## config.mk

```make
export PLATFORM = sky130hd
export DESIGN_NAME = computie_bus_arbiter
export DESIGN_NICKNAME = d
export VERILOG_FILES = /design/src/rtl/computie_bus_arbiter.sv
export SDC_FILE = /design/constraint.sdc
export NUM_CORES = 1
export LEC_CHECK = 0
export CAP_MARGIN = 20
export CORE_UTILIZATION = 35
export DETAILED_ROUTE_END_ITERATION = 8
export HOLD_SLACK_MARGIN = 0.05
export MAX_ROUTING_LAYER = met4
export PLACE_DENSITY = 0.72
export SYNTH_ARGS = -nofsm -noshare
export SYNTH_HDL_FRONTEND = slang
export SYNTH_SLANG_ARGS = --single-unit
```

## constraint.sdc

```tcl
create_clock -name clk -period 1.53 [get_ports clk]
set_clock_uncertainty 0.2 [all_clocks]
set_input_delay 0.153 -clock clk [delete_from_list [all_inputs] [get_ports clk]]
set_output_delay 0.153 -clock clk [all_outputs]
set_load 0.02 [all_outputs]
```

## src/rtl/computie_bus_arbiter.sv

```systemverilog
// Round-robin two-requester arbiter and transaction sequencer for the Computie multiplexed bus.
// Define COMPUTIE_BUS_ARB_TIMEOUT_EN to end a stalled WAIT with a bus error after TIMEOUT cycles.
module computie_bus_arbiter #(
    parameter int BITWIDTH = 8,
    parameter int TIMEOUT  = 255
) (
    input  logic                clk,
    input  logic                reset,
    input  logic                req0_valid,
    input  logic                req1_valid,
    input  logic                req0_write,
    input  logic                req1_write,
    input  logic [BITWIDTH-1:0] req0_addr,
    input  logic [BITWIDTH-1:0] req1_addr,
    input  logic [BITWIDTH-1:0] req0_wdata,
    input  logic [BITWIDTH-1:0] req1_wdata,
    output logic                req0_done,
    output logic                req1_done,
    output logic                req0_error,
    output logic                req1_error,
    output logic [BITWIDTH-1:0] rdata,
    output logic [BITWIDTH-1:0] addr_out,
    output logic [BITWIDTH-1:0] data_out,
    input  logic [BITWIDTH-1:0] data_in,
    output logic                addr_strobe,
    output logic                read_write,
    input  logic                dtack_n,
    output logic                busy
);

    localparam logic [1:0] ST_IDLE    = 2'd0;
    localparam logic [1:0] ST_ADDR    = 2'd1;
    localparam logic [1:0] ST_WAIT    = 2'd2;
    localparam logic [1:0] ST_RECOVER = 2'd3;

    // A zero timeout would make the WAIT counter meaningless.
    if (TIMEOUT < 1) begin : g_timeout_range
        $error("computie_bus_arbiter: TIMEOUT must be at least 1");
    end

    logic [1:0]          state_q, state_d;
    logic                prio_q, prio_d;     // index of the requester favoured on a tie
    logic                owner_q, owner_d;
    logic                write_q, write_d;
    logic [BITWIDTH-1:0] addr_q, addr_d;
    logic [BITWIDTH-1:0] wdata_q, wdata_d;
    logic [BITWIDTH-1:0] rdata_q, rdata_d;
    logic                strobe_q, strobe_d;
    logic                rw_q, rw_d;
    logic                done0_q, done0_d;
    logic                done1_q, done1_d;
    logic                busy_q, busy_d;
    logic                grant_s;
    logic                finish_s;

`ifdef COMPUTIE_BUS_ARB_TIMEOUT_EN
    localparam int CNT_W = $clog2(TIMEOUT + 1);
    localparam logic [CNT_W-1:0] TMO_LAST = CNT_W'(TIMEOUT - 1);

    logic [CNT_W-1:0] tmo_q, tmo_d;
    logic             err0_q, err0_d;
    logic             err1_q, err1_d;
    logic             expire_s;
`endif

    // Next-state and next-output computation for the bus sequencer.
    always_comb begin
        state_d  = state_q;
        prio_d   = prio_q;
        owner_d  = owner_q;
        write_d  = write_q;
        addr_d   = addr_q;
        wdata_d  = wdata_q;
        rdata_d  = rdata_q;
        strobe_d = strobe_q;
        rw_d     = rw_q;
        grant_s  = 1'b0;
        finish_s = 1'b0;
`ifdef COMPUTIE_BUS_ARB_TIMEOUT_EN
        tmo_d    = tmo_q;
        expire_s = 1'b0;
`endif
        case (state_q)
            ST_IDLE: begin
                if (req0_valid || req1_valid) begin
                    grant_s  = (req0_valid && req1_valid) ? prio_q : ~req0_valid;
                    owner_d  = grant_s;
                    prio_d   = ~grant_s;
                    write_d  = grant_s ? req1_write : req0_write;
                    addr_d   = grant_s ? req1_addr  : req0_addr;
                    wdata_d  = grant_s ? req1_wdata : req0_wdata;
                    strobe_d = 1'b0;
                    rw_d     = ~write_d;
                    state_d  = ST_ADDR;
                end else begin
                    strobe_d = 1'b1;
                    rw_d     = 1'b1;
                end
            end
            ST_ADDR: begin
                state_d = ST_WAIT;
`ifdef COMPUTIE_BUS_ARB_TIMEOUT_EN
                tmo_d   = '0;
`endif
            end
            ST_WAIT: begin
                // Acknowledge is checked first so it wins over an expiry in the same cycle.
                if (!dtack_n) begin
                    finish_s = 1'b1;
                    if (!write_q) begin
                        rdata_d = data_in;
                    end else begin
                        rdata_d = rdata_q;
                    end
`ifdef COMPUTIE_BUS_ARB_TIMEOUT_EN
                end else if (tmo_q == TMO_LAST) begin
                    finish_s = 1'b1;
                    expire_s = 1'b1;
                end else begin
                    tmo_d = tmo_q + CNT_W'(1);
`else
                end else begin
                    finish_s = 1'b0;
`endif
                end
            end
            ST_RECOVER: begin
                state_d = ST_IDLE;
            end
            default: begin
                state_d  = ST_IDLE;
                strobe_d = 1'b1;
                rw_d     = 1'b1;
            end
        endcase

        if (finish_s) begin
            state_d  = ST_RECOVER;
            strobe_d = 1'b1;
            rw_d     = 1'b1;
        end else begin
            state_d  = state_d;
        end

        done0_d = finish_s & ~owner_q;
        done1_d = finish_s &  owner_q;
`ifdef COMPUTIE_BUS_ARB_TIMEOUT_EN
        err0_d  = expire_s & ~owner_q;
        err1_d  = expire_s &  owner_q;
`endif
        busy_d  = (state_d != ST_IDLE);
    end

    // State and registered outputs; reset abandons any transaction without a completion pulse.
    always_ff @(posedge clk) begin
        if (reset) begin
            state_q  <= ST_IDLE;
            prio_q   <= 1'b0;
            owner_q  <= 1'b0;
            write_q  <= 1'b0;
            addr_q   <= '0;
            wdata_q  <= '0;
            rdata_q  <= '0;
            strobe_q <= 1'b1;
            rw_q     <= 1'b1;
            done0_q  <= 1'b0;
            done1_q  <= 1'b0;
            busy_q   <= 1'b0;
`ifdef COMPUTIE_BUS_ARB_TIMEOUT_EN
            tmo_q    <= '0;
            err0_q   <= 1'b0;
            err1_q   <= 1'b0;
`endif
        end else begin
            state_q  <= state_d;
            prio_q   <= prio_d;
            owner_q  <= owner_d;
            write_q  <= write_d;
            addr_q   <= addr_d;
            wdata_q  <= wdata_d;
            rdata_q  <= rdata_d;
            strobe_q <= strobe_d;
            rw_q     <= rw_d;
            done0_q  <= done0_d;
            done1_q  <= done1_d;
            busy_q   <= busy_d;
`ifdef COMPUTIE_BUS_ARB_TIMEOUT_EN
            tmo_q    <= tmo_d;
            err0_q   <= err0_d;
            err1_q   <= err1_d;
`endif
        end
    end

    assign addr_out    = addr_q;
    assign data_out    = wdata_q;
    assign rdata       = rdata_q;
    assign addr_strobe = strobe_q;
    assign read_write  = rw_q;
    assign req0_done   = done0_q;
    assign req1_done   = done1_q;
    assign busy        = busy_q;
`ifdef COMPUTIE_BUS_ARB_TIMEOUT_EN
    assign req0_error  = err0_q;
    assign req1_error  = err1_q;
`else
    assign req0_error  = 1'b0;
    assign req1_error  = 1'b0;
`endif

endmodule

```

* Word-level counts from Yosys, hierarchy flattened
Index checks and enable logic that the tools add are counted.
** Word-level totals
- Flip-flop bits (word level) :: 34
- Bits of input ports :: 47
- Output and inout bits :: 31
- Word-level logic and storage cells :: 41
** Cells by class
- Eq/ne operators :: 3
- Mux-type cells :: 11
- Bitwise logic cells :: 8
- Reductions and logical operators :: 7
** Operators with widths (number)
- $mux W8 :: 2
- $mux W1 :: 6
- $not A1 Y1 :: 6
- $pmux W2 S3 :: 1
- $eq A2 B2 Y1 const B :: 2
- $mux W2 :: 2
- $reduce_and A3 Y1 :: 1
- $and A1 B1 Y1 :: 2
- $eq A2 B1 Y1 const B :: 1
- $logic_not A2 Y1 :: 1
- $reduce_and A2 Y1 :: 1
- $reduce_bool A2 Y1 :: 1
- $reduce_or A2 Y1 :: 1
- $logic_and A1 B1 Y1 :: 1
- $logic_or A1 B1 Y1 :: 1

* Longest topological paths before layout
Gate-level depths: netlist (run 1).
- Word-level depth :: 5
- Mapped depth :: 8
- Gate-level depth less buffers :: 5

* Worst setup path after synthesis (run 1)
OpenSTA, ideal clock, no wires.
- Path type :: flip-flop to flip-flop
- From :: reg state_q[0]
- To :: reg addr_q[0], in the netlist addr_out[0]
- Library setup time :: 0.122 ns
- Arrival time :: 1.351 ns
- Required time :: 1.208 ns
- Setup slack :: -0.143 ns
- Stages on the path, launching flop included :: 9
- Buffers on the path :: 3
- Period minus slack after synthesis :: 1.673 ns
- Cells stage by stage :: dfxtp_1 inv_1 ha_1 buf_4 nand2b_4 nor2b_4 buf_6 buf_6 a221o_1
** On the way
- Cells in the longest elaborated chain, start to end :: 2
** RTL lines
- start, declared :: RTL line 41 : logic [1:0] state_q, state_d;
- start signal, assigned :: RTL line 175 : state_q <= state_d;
- $logic_not A2 Y1 :: RTL line 83 : case (state_q)
- $reduce_and A2 Y1 (no source line)
- end signal, assigned :: RTL line 179 : addr_q <= addr_d;
- end, declared :: RTL line 45 : logic [BITWIDTH-1:0] addr_q, addr_d;
Every way passes these cells.
A chain may end at the register's enable or synchronous reset.

* Worst setup path in the final report (run 1)
- From :: reg state_q[1]
- To :: reg wdata_q[3], in the netlist data_out[3]
** On the way
- Cells in the longest elaborated chain, start to end :: 2
** RTL lines
- $logic_not A2 Y1 :: RTL line 83
- $reduce_and A2 Y1 (no source line)
- end signal, assigned :: RTL line 180 : wdata_q <= wdata_d;
- end, declared :: RTL line 46 : logic [BITWIDTH-1:0] wdata_q, wdata_d;
Every way passes these cells.

==> reports/results.ini, run 1 <==
[grt]
grt_remaining_overflow = 0
grt_util_all_layers_pct = 19.0
antenna_found_initial = 0
grt_pass1_wl_mm = 5.98
grt_max_degree = 35
grt_pass1_vias = 1310

[yosys]
synthAdderAreaFrac_pct = 1.73
syn_inst = 133
synth_top_area_share_pct = 46.9
syn_area_sq_um = 1450
dominantRegCellSynth = dfxtp_1
yosys-mux-area-fraction_pct = 5.52
synth-seq-area-share_pct = 46.9
netlist.top_cell.by_area = dfxtp_1
synth_xor_xnor_area_share_pct = 0
ys_seq_elements = 34
synth.yosys.warnings = 0
yosys-top-cells-area = dfxtp_1 47%, a221o_1 11%, nor3b_1 9.3%
synthSimpleGateAreaFrac_pct = 20.1
synth_top_family_by_area = simple AND/OR/NAND/NOR gates
synthDistinctLibCells = 29
async_flop_share_pct = 0
yosysMostFrequentCell = dfxtp_1
synth-edff-count = 0
synth-compound-area-share_pct = 17.1
synth_top_cells_by_count = 34 x dfxtp_1, 18 x nor3b_1, 16 x a221o_1
postSynthAreaPerCell_sq_um = 10.9

[place]
place_ws_ns = -0.401
post-dp-hpwl_mm = 2.58
dp_cells = 257
place_congestion = 0.756
port_buffers = 75

[sta]
min_period_over_period_pct = 99.7
whs_ns = 0.245
fmax_ghz = 0.655
final.setup.tns_ns = 0
grt_setup_unrepaired = true
report.final.slew_viol_count = 0
min_period_ns = 1.53
timing.final.ws_setup_ns = 0.00386
setup_viol = 0
hold_violations = 0

[critical_path]
cp.arrival_ns = 1.49
cp_cell_sequence = inv_2 > ha_4 > nand2b_4 > nor3b_4 > buf_12 > a221o_1
crit_path_top_delay_cell = dfxtp_2
r2r_slack_ns = 0.004
crit_path_start_kind = flop
r2r-end = data_out[3]$_SDFFE_PP0P_
cp-end-kind = flop
reg2reg_depth = 6
cp_max_fo = 16
rr_startpoint = state_q[1]$_SDFF_PP0_
crit_type = reg -> reg
required_ns = 1.50
slowest_delay_ns = 0.36

[pwr]
sequentialPowerShare_pct = 34.0
p_leak_nw = 1.04
comb_power_share_pct = 49.3
switching_share_pct = 34.6
power_switching_w = 0.00127
p_int_w = 0.00239
ir_drop_uv = 783
p_clk_share_pct = 16.7
p_per_area_nw_per_um2 = 1500

[drt]
antenna_left = 0
wl_mm = 3.61
route.vias.total = 1339
wl_per_cell_um = 13.4
drc = 0
drtIter0Drc = 35
firstDrtPassIters = 4
viasPerCell = 4.98

[finish]
nets = 268
layout.cells.non_filler = 269
utilization_pct = 60.8
drive_above_1_share_pct = 16.4
diodes = 0
areaGrowthSynthToFinish_pct = 67.8

[clocking]
clkTransAtPathRegs_ns = 0.07
htreeDepth = 2
cts_tree = built
clk_latency_ns = 0.28
cts_root_buf = clkbuf_8
cts_buffers = 5
cts_buffer_depth = 2
clkSinkCount = 34

[hold_path]
hold_path.class = reg -> reg
hp-start = owner_q$_SDFFE_PP0P_
whs_endpoint = req0_done$_SDFF_PP0_
min_path_cells = 1

[floorplan]
die_area_sq_um = 4400
core_sq_um = 4000
boundaryPins = 78
die-width_um = 66.4
num_rows = 23
die_h_um = 66.4
initial_utilization_pct = 36.3

[flow_run]
cap_viol_max_count = 0

[run_status]
status = finished clean

## per-layer routing
metal  up-vias  wire length [um]  GRT usage, %
met5         -                 0             -
met4         0                57          7.18
met3         5               256          6.03
met2        59              1800          31.8
met1       620              1490          21.0
li1        655                 -             -
## critical path: cells and delay by family, from the launching register on
family / cells / cell delay (ns)
AOI/OAI and AO/OA: 1 / 0.32
buffers and inverters: 2 / 0.19
and+or+nand+nor: 2 / 0.16
DFF: 1 / 0.36
adders and majority gates: 1 / 0.17
## power by group through the flow
stage / combinational [W] / clock, W / sequential, W
detailed placement: 0.00171 / 0 / 0.00125
global placement: 0.00167 / 0 / 0.00125
finish: 0.00180 / 0.000611 / 0.00124
CTS: 0.00180 / 0.000640 / 0.00124
floorplan: 0.000825 / 0 / 0.00146
global route: 0.00196 / 0.000684 / 0.00127
## sequential cells by signal (all words and copies together), names as in the netlist
register,flops
addr_strobe,1
busy,1
req1_done,1
prio_q,1
write_q,1
rdata,8
read_write,1
data_out,8
addr_out,8
state_q,2
owner_q,1
req0_done,1
## cell usage in the layout, fill, tap and decap left out
| master | synthesis | routed |
|---|---|---|
| nand2_1 | 4 | 4 |
| nor2_1 | 14 | 14 |
| clkbuf_8 | 0 | 5 |
| buf_12 | 0 | 3 |
| ha_4 | 0 | 2 |
| inv_2 | 0 | 1 |
| buf_6 | 5 | 1 |
| buf_16 | 0 | 1 |
| o21a_4 | 0 | 1 |
| nor2b_1 | 3 | 3 |
| and2b_4 | 1 | 1 |
| nand2b_4 | 1 | 1 |
| clkinv_2 | 0 | 2 |
| inv_1 | 3 | 1 |
| o31ai_1 | 1 | 1 |
| nor3_1 | 1 | 1 |
| nor3b_4 | 1 | 2 |
| nor2b_4 | 1 | 1 |
| a2bb2oi_1 | 2 | 2 |
| a21boi_2 | 0 | 1 |
| clkdlybuf4s50_1 | 0 | 46 |
| and3b_1 | 1 | 1 |
| nor3b_1 | 18 | 17 |
| o21ai_1 | 1 | 1 |
| a2111o_1 | 1 | 1 |
| conb_1 | 1 | 2 |
| dlygate4sd2_1 | 0 | 29 |
| buf_4 | 4 | 11 |
| a221o_1 | 16 | 16 |
| dfxtp_2 | 0 | 2 |
| a211oi_1 | 2 | 2 |
| mux2i_1 | 8 | 8 |
| inv_4 | 0 | 1 |
| dfxtp_1 | 34 | 32 |
| a22oi_1 | 1 | 1 |
| o32ai_1 | 1 | 1 |
## layout make-up
cell class | instances | area [sq um]
fill | 330 | 1570
timing repair buffer | 91 | 896
multi-input combinational | 84 | 699
sequential | 34 | 683
clock buffer | 5 | 68.8
tap | 50 | 62.6
inverter | 3 | 13.8
clock inverter | 2 | 10.0
## worst max-delay path by stage
stage | slack (ns) | from | endpoint | cells past startpoint
4_1_cts | -0.007 | state_q[0]$_SDFF_PP0_ | rdata[1]$_SDFFE_PP0P_ | 6
5_1_grt | -0.06 | state_q[0]$_SDFF_PP0_ | rdata[1]$_SDFFE_PP0P_ | 6
3_3_place_gp | -0.34 | req0_valid | data_out[6]$_SDFFE_PP0P_ | 4
6_report | 0.004 | state_q[1]$_SDFF_PP0_ | data_out[3]$_SDFFE_PP0P_ | 6
2_1_floorplan | -0.06 | state_q[0]$_SDFF_PP0_ | addr_out[0]$_SDFFE_PP0P_ | 8
3_5_place_dp | -0.40 | req0_valid | addr_out[7]$_SDFFE_PP0P_ | 4
## timing repair
item | CTS | global route
hold buffers | 0 | 0
pin swaps | 18 | 0
gates resized for setup | 36 | 1
buffers inserted | 3 | 1
endpoints found under the setup margin | 53 | 25
cloned | 1 | 0
## stage by stage
stage	power [W]	cell area [sq um]
after floorplan	0.00228	1480
after global placement	0.00292	2280
after detailed placement	0.00296	2280
after CTS	0.00368	2420
after global routing	0.00391	2430
final	0.00366	2430
## logic make-up (layout without fill, tap and decap cells)
kind of cell	count (synthesis)	count (layout)
simple gates	45	45
flops	34	34
compound gates	27	27
buf+inv	16	101
mux	8	8
fa+ha+maj	2	2
other cells	1	2
Note: power is estimated with default switching activity, not from simulation.
==> inputs of run 2 (changes only) <==
Settings changed: GPL_ROUTABILITY_DRIVEN from default to 0, SKIP_CTS_REPAIR_TIMING from default to 1.
==> run 2 against run 1 <==
The flow now finishes with violations (negative setup slack). Routed wire length up 9.2%. Non-clock buffer count is 1 higher. Sequential share of layout area is 2.4 points lower. Via count increased by 1.8%. Design area is 9.3% higher. Global-route usage is 1.2 points lower. Clock-buffer cell count unchanged. Critical path type unchanged. Highest routed layer unchanged.
==> reports/results.ini, run 2 (synthesis gave the netlist of run 1 again) <==
[floorplan]
die_area_sq_um = 4400
num_rows = 23
boundaryPins = 78
die_h_um = 66.4
core_sq_um = 4000
die-width_um = 66.4
initial_utilization_pct = 36.3

[grt]
antenna_found_initial = 0
grt_max_degree = 35
grt_remaining_overflow = 0
grt_pass1_wl_mm = 5.66
grt_util_all_layers_pct = 17.8
grt_pass1_vias = 1281

[pwr]
p_leak_nw = 1.43
ir_drop_uv = 789
p_per_area_nw_per_um2 = 1480
power_w = 0.00393

[sta]
grt_setup_unrepaired = true
report.final.slew_viol_count = 0
timing.final.ws_setup_ns = -0.0413
hold_violations = 0
fmax_ghz = 0.636
min_period_over_period_pct = 103
setup_viol = 15
min_period_ns = 1.57

[finish]
fill_cells = 301
layout.cells.non_filler = 270
nets = 269
diodes = 0
areaGrowthSynthToFinish_pct = 83.3
layout_commonest_cell = clkdlybuf4s50_1
drive_above_1_share_pct = 23.6
mostFrequentLayoutCells = 46 x clkdlybuf4s50_1, 32 x dfxtp_1, 29 x dlymetal6s2s_1, 16 x a221o_1, 14 x nor2_1

[place]
place_ws_ns = -0.401
post-dp-hpwl_mm = 2.58
port_buffers = 75
dp_cells = 257

[drt]
drc = 0
viasPerCell = 5.05
antenna_left = 0
wl_mm = 3.94
wl_per_cell_um = 14.6
route.vias.total = 1363
firstDrtPassIters = 4
drtIter0Drc = 33

[hold_path]
hold_path.class = reg -> reg

[clocking]
clkTransAtPathRegs_ns = 0.06
cts_buffers = 5
cts_tree = built
htreeDepth = 2
clkSinkCount = 34
cts_root_buf = clkbuf_8
clk_latency_ns = 0.28
cts_buffer_depth = 2

[critical_path]
crit_path_start_kind = flop
required_ns = 1.50
crit_type = reg -> reg
cp.arrival_ns = 1.54
cp_max_fo = 8
cp-end-kind = flop

[run_status]
status = finished with violations
violations = negative setup slack

[flow_run]
cap_viol_max_count = 0

run 2: changes by cell type in the layout (fill, tap and decap cells not counted), sizes merged:
cell,delta
clkbuf,+2
dlygate4sd2,-29
dlymetal6s2s,+29
buf,-1
run 2: critical path, stage by stage, from the launching register on:
cell and delay (ns):
dfxtp_2 0.34, inv_4 0.08, ha_4 0.17, o21a_4 0.18, clkbuf_16 0.18, nor3b_2 0.05, a221o_1 0.27
run 2: stage by stage:
stage	TNS [ns]	area (sq um)	util, %	hold slack [ns]
finish	-0.387	2660	66.5	0.245
global route	-1.62	2660	66.5	0.277
CTS	-5.47	2360	59.1	0.248
detailed placement	-7.35	2280	57.1	0.238
global placement	-6.09	2280	57.1	0.239
floorplan	-0.588	1480	-	0.0913
run 2: routing by layer:
| metal | part of all wire (%) | global-route usage, % | vias up | wire (um) |
|---|---|---|---|---|
| met5 | 0 | - | - | 0 |
| met4 | 1.4 | 7.18 | 0 | 57 |
| met3 | 6.7 | 6.21 | 5 | 265 |
| met2 | 52 | 30.2 | 57 | 2050 |
| met1 | 40 | 18.8 | 644 | 1560 |
| li1 | - | - | 657 | - |
run 2: final timing paths:
check,start,to,slack (ns),cells after the start
max,state_q[0]$_SDFF_PP0_,data_out[2]$_SDFFE_PP0P_,-0.04,6
min,owner_q$_SDFFE_PP0P_,req0_done$_SDFF_PP0_,0.24,1
max reg2reg,state_q[0]$_SDFF_PP0_,data_out[2]$_SDFFE_PP0P_,-0.04,6
min reg2reg,owner_q$_SDFFE_PP0P_,req0_done$_SDFF_PP0_,0.24,1
run 2: power breakdown:
group	switching [W]	internal (W)
Combinational	0.000927	0.00114
Sequential	0.000127	0.00112
Clock	0.000307	0.000305
Total	0.00136	0.00257
run 2: final cells by class:
type	instances	area, sq um	area share (%)
Clock buffer	5	68.8	2.59
Clock inverter	2	10.0	0.376
Inverter	3	13.8	0.518
Multi-Input combinational cell	84	793	29.8
Sequential cell	34	683	25.7
Tap cell	50	62.6	2.35
Timing Repair Buffer	92	1030	38.6
